File: src/rtl/wb_periph_hub.sv
// Wishbone hub: decodes the user region onto NUM_SLOTS peripheral slots with a
// bus timeout, plus a small CSR block that aggregates interrupt sources onto user_irq.
module wb_periph_hub #(
  parameter int          NUM_SLOTS   = 4,
  parameter int          SLOT_AW     = 12,
  parameter logic [31:0] BASE_ADDR   = 32'h3000_0000,
  parameter int          TIMEOUT     = 15,
  parameter int          NUM_IRQ_SRC = 8
) (
  input  logic                    wb_clk_i,
  input  logic                    wb_rst_ni,
  input  logic                    wbs_cyc_i,
  input  logic                    wbs_stb_i,
  input  logic                    wbs_we_i,
  input  logic [3:0]              wbs_sel_i,
  input  logic [31:0]             wbs_adr_i,
  input  logic [31:0]             wbs_dat_i,
  output logic                    wbs_ack_o,
  output logic [31:0]             wbs_dat_o,
  output logic [NUM_SLOTS-1:0]    s_stb_o,
  output logic                    s_we_o,
  output logic [3:0]              s_sel_o,
  output logic [SLOT_AW-1:0]      s_adr_o,
  output logic [31:0]             s_dat_o,
  input  logic [NUM_SLOTS-1:0]    s_ack_i,
  input  logic [NUM_SLOTS*32-1:0] s_dat_i,
  input  logic [NUM_IRQ_SRC-1:0]  irq_src_i,
  output logic [2:0]              user_irq
);

  localparam int          N        = NUM_IRQ_SRC;
  localparam logic [31:0] SENTINEL = 32'hDEAD_BEEF;

  typedef enum logic [1:0] {IDLE, BUSY, ACK} state_e;
  state_e state_q, state_d;

  logic [NUM_SLOTS-1:0] stb_q, stb_d;
  logic                 we_q, we_d, ack_q;
  logic [3:0]           sel_q, sel_d, idx_q, idx_d, eidx_q, eidx_d;
  logic [SLOT_AW-1:0]   adr_q, adr_d;
  logic [31:0]          wdat_q, wdat_d, rdat_q, rdat_d;
  logic [7:0]           cnt_q, cnt_d;
  logic                 derr_q, derr_d, tout_q, tout_d;
  logic [N-1:0]         src_q, pend_q, pend_d, mask_q, mask_d;
  logic [2*N-1:0]       route_q, route_d;
  logic [2:0]           irq_q, irq_d;

  logic [3:0]  a_idx;
  logic [2:0]  off;
  logic        hit, slot_hit, csr_hit, ack_hit, csr_we, set_derr, set_tout;
  logic [31:0] slot_rd, csr_rd;
  logic [2*N-1:0] wm_r, wd_r;

  assign a_idx    = wbs_adr_i[SLOT_AW+3:SLOT_AW];
  assign off      = wbs_adr_i[4:2];
  assign hit      = wbs_cyc_i & wbs_stb_i & (wbs_adr_i[31:SLOT_AW+4] == BASE_ADDR[31:SLOT_AW+4]);
  assign slot_hit = hit & ({1'b0, a_idx} < 5'(NUM_SLOTS));
  assign csr_hit  = hit & (a_idx == 4'hF);
  // stb_q is the one-hot of the selected slot, so it also masks acks from other slots
  assign ack_hit  = |(s_ack_i & stb_q);

  for (genvar b = 0; b < 2*N; b++) begin : g_wm
    assign wm_r[b] = wbs_sel_i[b/8];
  end
  assign wd_r = wbs_dat_i[2*N-1:0] & wm_r;

  always_comb begin
    slot_rd = '0;
    for (int n = 0; n < NUM_SLOTS; n++)
      if (stb_q[n]) slot_rd = s_dat_i[n*32 +: 32];
  end

  always_comb begin
    case (off)
      3'd0:    csr_rd = {8'h02, 8'(NUM_SLOTS), 8'(NUM_IRQ_SRC), 8'(TIMEOUT)};
      3'd1:    csr_rd = {24'h0, eidx_q, 2'b00, tout_q, derr_q};
      3'd2:    csr_rd = 32'(pend_q);
      3'd3:    csr_rd = 32'(mask_q);
      3'd4:    csr_rd = 32'(route_q);
      default: csr_rd = '0;
    endcase
  end

  always_comb begin
    state_d  = state_q;
    stb_d    = stb_q;
    we_d     = we_q;
    sel_d    = sel_q;
    adr_d    = adr_q;
    wdat_d   = wdat_q;
    idx_d    = idx_q;
    cnt_d    = cnt_q;
    rdat_d   = rdat_q;
    eidx_d   = eidx_q;
    csr_we   = 1'b0;
    set_derr = 1'b0;
    set_tout = 1'b0;
    case (state_q)
      IDLE: begin
        if (slot_hit) begin
          for (int n = 0; n < NUM_SLOTS; n++) stb_d[n] = (a_idx == 4'(n));
          we_d    = wbs_we_i;
          sel_d   = wbs_sel_i;
          adr_d   = wbs_adr_i[SLOT_AW-1:0];
          wdat_d  = wbs_dat_i;
          idx_d   = a_idx;
          cnt_d   = '0;
          state_d = BUSY;
        end else if (csr_hit) begin
          csr_we  = wbs_we_i;
          if (!wbs_we_i) rdat_d = csr_rd;
          state_d = ACK;
        end else if (hit) begin
          rdat_d   = SENTINEL;
          set_derr = 1'b1;
          eidx_d   = a_idx;
          state_d  = ACK;
        end
      end
      BUSY: begin
        if (!wbs_cyc_i) begin
          stb_d   = '0;
          state_d = IDLE;
        end else if (ack_hit) begin
          if (!we_q) rdat_d = slot_rd;
          stb_d   = '0;
          state_d = ACK;
        end else if (cnt_q == 8'(TIMEOUT-1)) begin
          stb_d    = '0;
          rdat_d   = SENTINEL;
          set_tout = 1'b1;
          eidx_d   = idx_q;
          state_d  = ACK;
        end else begin
          cnt_d = cnt_q + 8'd1;
        end
      end
      default: state_d = IDLE;
    endcase
  end

  // Hardware set events take priority over software write-1-to-clear
  always_comb begin
    derr_d  = set_derr | (derr_q & ~(csr_we && off == 3'd1 && wd_r[0]));
    tout_d  = set_tout | (tout_q & ~(csr_we && off == 3'd1 && wd_r[1]));
    pend_d  = (irq_src_i & ~src_q) | (pend_q & ~((csr_we && off == 3'd2) ? wd_r[N-1:0] : '0));
    mask_d  = (csr_we && off == 3'd3) ? ((mask_q & ~wm_r[N-1:0]) | wd_r[N-1:0]) : mask_q;
    route_d = (csr_we && off == 3'd4) ? ((route_q & ~wm_r) | wd_r) : route_q;
    irq_d   = '0;
    for (int k = 0; k < 3; k++)
      for (int i = 0; i < N; i++)
        if (pend_q[i] && mask_q[i] && route_q[2*i +: 2] == 2'(k)) irq_d[k] = 1'b1;
  end

  always_ff @(posedge wb_clk_i or negedge wb_rst_ni) begin
    if (!wb_rst_ni) begin
      state_q <= IDLE;
      stb_q   <= '0;
      we_q    <= 1'b0;
      sel_q   <= '0;
      adr_q   <= '0;
      wdat_q  <= '0;
      idx_q   <= '0;
      cnt_q   <= '0;
      ack_q   <= 1'b0;
      rdat_q  <= '0;
      derr_q  <= 1'b0;
      tout_q  <= 1'b0;
      eidx_q  <= '0;
      src_q   <= '0;
      pend_q  <= '0;
      mask_q  <= '0;
      route_q <= '0;
      irq_q   <= '0;
    end else begin
      state_q <= state_d;
      stb_q   <= stb_d;
      we_q    <= we_d;
      sel_q   <= sel_d;
      adr_q   <= adr_d;
      wdat_q  <= wdat_d;
      idx_q   <= idx_d;
      cnt_q   <= cnt_d;
      ack_q   <= (state_d == ACK);
      rdat_q  <= rdat_d;
      derr_q  <= derr_d;
      tout_q  <= tout_d;
      eidx_q  <= eidx_d;
      src_q   <= irq_src_i;
      pend_q  <= pend_d;
      mask_q  <= mask_d;
      route_q <= route_d;
      irq_q   <= irq_d;
    end
  end

  assign wbs_ack_o = ack_q;
  assign wbs_dat_o = rdat_q;
  assign s_stb_o   = stb_q;
  assign s_we_o    = we_q;
  assign s_sel_o   = sel_q;
  assign s_adr_o   = adr_q;
  assign s_dat_o   = wdat_q;
  assign user_irq  = irq_q;

endmodule

File: config.mk
export PLATFORM = sky130hd
export DESIGN_NAME = wb_periph_hub
export DESIGN_NICKNAME = d
export VERILOG_FILES = /design/src/rtl/wb_periph_hub.sv
export SDC_FILE = /design/constraint.sdc
export NUM_CORES = 1
export LEC_CHECK = 0
export CORE_ASPECT_RATIO = 0.7
export CORE_UTILIZATION = 40
export CTS_CLUSTER_DIAMETER = 60
export DETAILED_ROUTE_END_ITERATION = 10
export GPL_ROUTABILITY_DRIVEN = 1
export GPL_TIMING_DRIVEN = 0
export PLACE_DENSITY_LB_ADDON = 0.08
export REMOVE_ABC_BUFFERS = 1
export SYNTH_ARGS = -nofsm -noshare
export SYNTH_HDL_FRONTEND = slang
export SYNTH_SLANG_ARGS = --single-unit
File: constraint.sdc
create_clock -name wb_clk_i -period 2.3 [get_ports wb_clk_i]
set_input_delay 0.23 -clock wb_clk_i [delete_from_list [all_inputs] [get_ports wb_clk_i]]
set_output_delay 0.23 -clock wb_clk_i [all_outputs]
set_load 0.1 [all_outputs]
* Word level (Yosys, flattened, before mapping)
Cells that the tools add are included.
** Storage, ports and cells
- Flip-flop bits (word level) :: 149
- Output and inout bits :: 89
- Input bits :: 213
** Cells by class
- Muxes and demuxes :: 74
- Reduce and logical (&&, ||, !) cells :: 56
- Add/sub/neg operators :: 1
- Bitwise gates (word level) :: 23
- $lt $le $gt $ge :: 1
- Equal/unequal tests :: 41
** Operator list (count)
- 2-to-1 mux 32 bit :: 12
- one-hot mux 26 bit (5 select lines) :: 1
- one-hot mux 32 bit (2 select lines) :: 1
- 2-to-1 mux 4 bit :: 10
- 2-to-1 mux 8 bit :: 5
- logical AND 1 bit :: 38
- 2-to-1 mux 1 bit :: 35
- bitwise AND 16 bit :: 2
- bitwise AND 8 bit :: 3
- inverter 8 bit :: 3
- == test 2 x 1 -> 1 bit (second input constant) :: 9
- == test 2 bit (second input constant) :: 9
- zero test 2 bit :: 9
- == test 16 x 14 -> 1 bit (second input constant) :: 1
- inequality test 2 bit (second input constant) :: 8
- inverter 16 bit :: 1
- bitwise OR 16 bit :: 1
- bitwise OR 8 bit :: 2
- one-hot mux 4 bit (2 select lines) :: 2
- one-hot mux 8 bit (2 select lines) :: 1
- AND reduction 7 bit :: 2
- 2-to-1 mux 2 bit :: 6
- inequality test 3 bit (second input constant) :: 4
- adder 8 x 1 -> 8 bit (second input constant) :: 1
- other kinds (21) :: 30

* Logic depth before layout (Yosys ltp)
Gate-level depths: netlist (run 1).
- Depth in word-level cells :: 11
- Mapped depth :: 9
- Mapped depth without buffers :: 7

* Worst setup path after synthesis (run 1)
No wires, ideal clock.
- Path kind :: reg2reg
- Start point :: register stb_q[1], in the netlist s_stb_o[1]
- End point :: register rdat_q[0], in the netlist wbs_dat_o[0]
- Path slack :: -376 ps
- Required time :: 2174 ps
- Cell stages (with the launch flop) :: 8
- Data arrival time :: 2550 ps
- Clock period less this slack :: 2676 ps
- Buffers on the path :: 2
- Path through :: dfrtp_1 -> clkbuf_1 -> a22oi_1 -> a21oi_1 -> a211oi_2 -> a211oi_4 -> buf_6 -> mux2_4
** Between the ends
- Longest elaborated chain between the ends :: 7
- Elaborated cells on any way between the ends :: 12
- Those cells by class :: 2 x eq/ne; 7 x mux; 1 x bitwise; 2 x reduce/logical
** Ends and longest elaborated chain
- from (decl) :: line 37 : logic [NUM_SLOTS-1:0] stb_q, stb_d;
- from (signal assigned) :: line 177 : stb_q <= stb_d;
- 2-to-1 mux 32 bit (3 in a row) :: line 70 : if (stb_q[n]) slot_rd = s_dat_i[n*32 +: 32];
- 2-to-1 mux 32 bit :: line 125 : if (!we_q) rdat_d = slot_rd;
- 2-to-1 mux 32 bit :: line 124 : end else if (ack_hit) begin
- 2-to-1 mux 32 bit :: line 121 : if (!wbs_cyc_i) begin
- one-hot mux 32 bit (2 select lines) :: line 98 : case (state_q)
- to (signal assigned) :: line 185 : rdat_q <= rdat_d;
- to (decl) :: line 41 : logic [31:0] wdat_q, wdat_d, rdat_q, rdat_d;
Several ways; a longest one is shown, not always the timed one. The select of a mux whose other input is x is not followed.
A chain may end at the register's enable or synchronous reset.

* Final worst setup path (run 1)
- Start point :: register state_q[1]
- End point :: register rdat_q[21], in the netlist wbs_dat_o[21]
** Between the ends
- Longest elaborated chain between the ends :: 3
- Elaborated cells on any way between the ends :: 11
- Those cells by class :: 7 x eq/ne; 1 x mux; 3 x reduce/logical
** Ends and longest elaborated chain
- from (decl) :: line 35 : state_e state_q, state_d;
- from (signal assigned) :: line 176 : state_q <= state_d;
- == test 2 x 1 -> 1 bit / zero test 2 bit (equally long branches) :: line 98
- inequality test 3 bit (no source line) (tied with other cells)
- AND reduction 7 bit (no source line)
Several ways; a longest one is shown, not always the timed one.

==> reports/qor.csv, run 1 <==
metric,value,unit
synth_cells,767,
hold_path_depth,1,
io_buffers,301,
synth.largest_area_cell,dfrtp_1,
synthDistinctLibCells,61,
crit_type,reg -> reg,
cts.sinks,149,
nFillCells,1545,
synth_commonest_cells,"nand2_1, dfrtp_1, o21ai_0, clkbuf_1, mux2_2",
core_area,18300,um2
clkLatencyLatePin,420,ps
wl_per_cell,19.7,um
num_rows,41,
start_util,0.415,
synth-edff-count,0,
drive_gt1_frac,0.139,
cts_buffer_depth,2,
slew_violations,0,
slew_headroom,0.285,
crit_required,2600,ps
syn_area,7590,um2
cts_buffers,17,
dp_hpwl,18400,um
p_sw_frac,0.220,
critPathLaunchType,flip-flop,
place.gp.congestion,0.890,
ant_nets,0,
synthArstFlopShare,1.00,
min_path_type,in -> reg,
cts_tree,yes,
final_cells,1315,
worst_pin_slew,1070,ps
intPower,0.00455,W
hold_viol_final,0,
synth-seq-cells,149,
drc,0,
min_period,2290,ps
fin_worst_skew,10.8,ps
grt_pass1_wl,39100,um
worst_hold_slack,276,ps
grt_max_degree,93,
nNetsFinal,1284,
vias,7077,
synthFlopType,dfrtp_1,
seq_area_frac_synth,0.491,
drt_iter0_drc,488,
cp.arrival,2590,ps
p_switching,0.00128,W
cts.root.buffer_cell,clkbuf_16,
outcome,"complete, no violations",
yosysTopAreaCellShare,0.491,
fmax,438,MHz
first_pass_iters,5,
maxCapViolCount,0,
synth-warning-count,0,
setup_violations,0,
reg2reg_to,wbs_dat_o[21],
pin_count,302,
antenna_found_initial,0,
r2r_slack,10,ps
synth.most_common_cell,nand2_1,
fin_crit_sh,0.994,
power.leakage,5.11,nW
ctsHtreeMaxLevel,4,
peakVddDrop,0.422,mV
syn_area_per_cell,9.90,um2
fp.dieH,117,um
hold_path.startpoint,irq_src_i[3],
p_clk_frac,0.460,
dp.cells,1266,
grt_pass1_vias,6745,
reg2regPathDepth,7,
pwr-share-seq,0.451,
area_growth,53.9,%
power_density,499,nW/um2
synth.area.top_cells,"dfrtp_1, nand2_1, mux2_4",
diodes,0,
die_area,19600,um2
die_x,167,um
pwr-share-comb,0.089,
vias_per_cell,5.38,
crit_fanout,11,
clkTransAtPathRegs,60,ps
endpoint_kind,flip-flop,
reg2reg_from,state_q[1],
worstHoldEndpoint,src_q[3],
rsz0062_at_grt,yes,
grt_overflow,0,
grt_usage,0.263,
drt-total-wl,25900,um
==> cell usage in the layout (no fill, tap or decap), types with 6 or more instances in the layout <==
master,count
clkdlybuf4s50_1,291
nand2_1,199
dfrtp_1,145
o21ai_0,39
mux2_4,29
mux2_2,25
inv_1,24
a221o_1,24
nor2_1,19
o221ai_1,18
a21oi_1,18
clkbuf_16,17
buf_4,17
nand3_1,16
nor3_1,15
a22oi_1,15
o22ai_1,15
mux2i_1,12
a221oi_1,9
nand2b_1,8
nor4_1,7
nor4_4,6
clkinvlp_4,6
==> worst max path at each step <==
stage	startpoint	to	slack, ps	cells after the start
finish	state_q[1]	wbs_dat_o[21]	10	7
global route	state_q[1]	wbs_dat_o[20]	-70	7
detailed placement	s_stb_o[1]	wbs_dat_o[20]	-1350	6
CTS	wbs_adr_i[20]	wbs_dat_o[20]	-20	8
floorplan	wbs_adr_i[23]	s_stb_o[1]	-2460	5
global placement	wbs_adr_i[23]	s_stb_o[2]	-6300	6
==> logic make-up after synthesis <==
family,Yosys count,share of synthesized area
multiplexers,66,0.108
buffers and inverters,73,0.0448
adder cells (fa/ha/maj),2,0.00329
AND/OR/NAND/NOR,308,0.189
XOR/XNOR,6,0.00692
AO/OA/AOI/OAI,163,0.157
flip-flops,149,0.491
==> power by group through the flow <==
stage | Clock [W] | Combinational, W | Sequential [W]
2_1_floorplan | 0 | 0.0000489 | 0.00268
3_3_place_gp | 0 | 0.000504 | 0.00268
3_5_place_dp | 0 | 0.000515 | 0.00268
4_1_cts | 0.00273 | 0.000524 | 0.00263
5_1_grt | 0.00286 | 0.000560 | 0.00263
6_report | 0.00268 | 0.000521 | 0.00263
==> final cells by class <==
| cell class | count | area (um2) | share of cell area |
|---|---|---|---|
| inverter | 25 | 97.6 | 0.00835 |
| clock inverter | 12 | 134 | 0.0115 |
| tap | 236 | 295 | 0.0253 |
| multi-input combinational | 546 | 3670 | 0.314 |
| clock buffer | 17 | 425 | 0.0364 |
| sequential | 149 | 3740 | 0.320 |
| timing repair buffer | 330 | 3330 | 0.285 |
==> worst max-delay path, cell delays in order (launching register included) <==
cell	delay [ps]
dfrtp_1	420
nor2_2	260
nand2_1	120
or3_4	440
a211oi_4	260
buf_4	180
buf_12	150
mux2_2	340
==> metrics by stage <==
step	worst slack (ps)	utilization	setup TNS [ps]	instance area [um2]	total power (W)
floorplan	-2460	-	-158320	7350	0.00273
global placement	-6300	0.582	-1164500	10700	0.00318
detailed placement	-1350	0.590	-90330	10800	0.00319
CTS	-19.9	0.630	-60.0	11500	0.00589
global route	-75.0	0.638	-740	11700	0.00605
finish	14.8	0.638	0	11700	0.00583
==> routing by layer <==
layer | share of wire | track usage | up-vias | wire [um]
met5 | 0 | 0 | - | 0
met4 | 0.0070 | 0.0611 | 0 | 180
met3 | 0.058 | 0.0551 | 13 | 1500
met2 | 0.45 | 0.411 | 236 | 11800
met1 | 0.48 | 0.376 | 3463 | 12400
li1 | - | - | 3365 | -
==> what timing repair did <==
action                     4_1_cts  5_1_grt
cloned                           0        1
setup endpoints to repair      126       53
hold endpoints to repair        57        0
gates resized for setup         24       17
setup buffers                   10        8
pin swaps                        6       10
hold buffers                     1        0
Power figures use the tool's default switching activity.
==> run 2, diff against run 1 <==
- CORE_UTILIZATION: 40 -> 58
- DONT_BUFFER_PORTS: default -> 1
==> reports/qor.csv, run 2 (same netlist as run 1, synthesis figures left out) <==
metric,value,unit
pin_count,302,
fin_worst_skew,12.8,ps
setup_violations,0,
power.leakage,4.15,nW
critPathLaunchType,flip-flop,
drt_iter0_drc,565,
hold_buffers,57,
drive_gt1_frac,0.178,
start_util,0.603,
min_period,2280,ps
antenna_found_initial,0,
drc,16,
hold_viol_final,149,
cts.root.buffer_cell,clkbuf_16,
num_rows,34,
fp.dieH,97.7,um
cts_tree,yes,
cts.sinks,149,
die_area,13600,um2
cts_buffers,17,
fmax,438,MHz
ant_nets,0,
worst_pin_slew,1080,ps
grt_usage,0.314,
grt_pass1_wl,33200,um
area_growth,19.6,%
crit_fanout,13,
power_density,609,nW/um2
pwr-share-seq,0.475,
dp_hpwl,14400,um
nFillCells,913,
intPower,0.00425,W
crit_type,reg -> reg,
crit_required,2600,ps
slew_violations,0,
drt-total-wl,21400,um
place.gp.congestion,0.878,
die_x,139,um
vias,6433,
dp_slack,-1120,ps
io_buffers,0,
maxCapViolCount,0,
outcome,"complete, but fails checks",
slew_headroom,0.282,
diodes,0,
min_path_type,in -> async,
reg2regPathDepth,7,
place_area,7720,um2
p_switching,0.00128,W
pwr-share-comb,0.029,
endpoint_kind,flip-flop,
grt_pass1_vias,6277,
violations,"DRC, hold timing",
setup_slack,16.0,ps
core_area,12600,um2
nNetsFinal,1039,
peakVddDrop,0.496,mV
cts_buffer_depth,2,
p_clk_frac,0.496,
fin_crit_sh,0.993,
cp.arrival,2580,ps
clkLatencyLatePin,420,ps
final_cell_area,9090,um2
ctsHtreeMaxLevel,4,
wl_per_cell,21.4,um
clkTransAtPathRegs,70,ps
worst_hold_slack,-507,ps
grt_max_degree,150,
grt_overflow,0,
vias_per_cell,6.44,
mostFrequentLayoutCells,"nand2_1, dfrtp_1, dlygate4sd3_1",
first_pass_iters,9,
p_sw_frac,0.231,
layout_commonest_cell,nand2_1,
==> run 2: layer usage <==
metal	up-vias	share of wire	GRT usage
li1	2874	-	-
met1	3218	0.44	0.431
met2	308	0.48	0.511
met3	33	0.073	0.0672
met4	0	0.013	0.0821
met5	-	0	0
==> run 2: critical path, cell delays in order (launching register included) <==
cell and delay (ps):
dfrtp_1 440, nor2_4 190, nand2_1 110, or3_4 450, a211oi_4 290, clkbuf_16 210, buf_16 150, mux2_4 310
==> run 2: final timing paths <==
| check | from | slack, ps | to |
|---|---|---|---|
| worst max-delay path | state_q[0] | 20 | wbs_dat_o[25] |
| worst min-delay path | wb_rst_ni | -510 | s_dat_o[18] |
| worst max register to register | state_q[0] | 20 | wbs_dat_o[25] |
| worst min register to register | src_q[5] | 430 | pend_q[5] |
| max in group asynchronous | wb_rst_ni | 2530 | async pin |
| min in group wb_clk_i | wbs_sel_i[0] | 10 | derr_q |
==> run 2: layout make-up <==
cell class              instances  area, um2  area share
inverters                      25       97.6      0.0107
clock buffers                  17        425      0.0468
multi-input cells             545       3600       0.397
repair buffers                 86        860      0.0946
clock inverters                15        155      0.0171
well taps                     162        203      0.0223
flip-flops and latches        149       3740       0.412
==> run 2: what timing repair did <==
item	CTS	global route
buffers inserted	13	5
endpoints found under the setup margin	83	58
pin swaps	4	7
endpoints found under the hold margin	240	149
gates cloned	0	0
gates resized for setup	13	11
==> run 2: power groups by stage <==
stage	Sequential [W]	Combinational, W	Clock, W
2_1_floorplan	0.00268	0.0000489	0
3_5_place_dp	0.00268	0.0000629	0
6_report	0.00263	0.000159	0.00274
5_1_grt	0.00263	0.000170	0.00288
3_3_place_gp	0.00268	0.0000616	0
4_1_cts	0.00263	0.000155	0.00277
==> run 2: per-stage QoR <==
step | cells | util | setup TNS, ps | power [W] | hold slack, ps
2_1_floorplan | 719 | - | -158320 | 0.00273 | -65.6
3_3_place_gp | 881 | 0.600 | -280680 | 0.00274 | -62.6
3_5_place_dp | 892 | 0.613 | -38610 | 0.00274 | -62.5
4_1_cts | 994 | 0.715 | 0 | 0.00555 | -511
5_1_grt | 999 | 0.722 | -104 | 0.00568 | -524
6_report | 999 | 0.722 | 0 | 0.00553 | -507
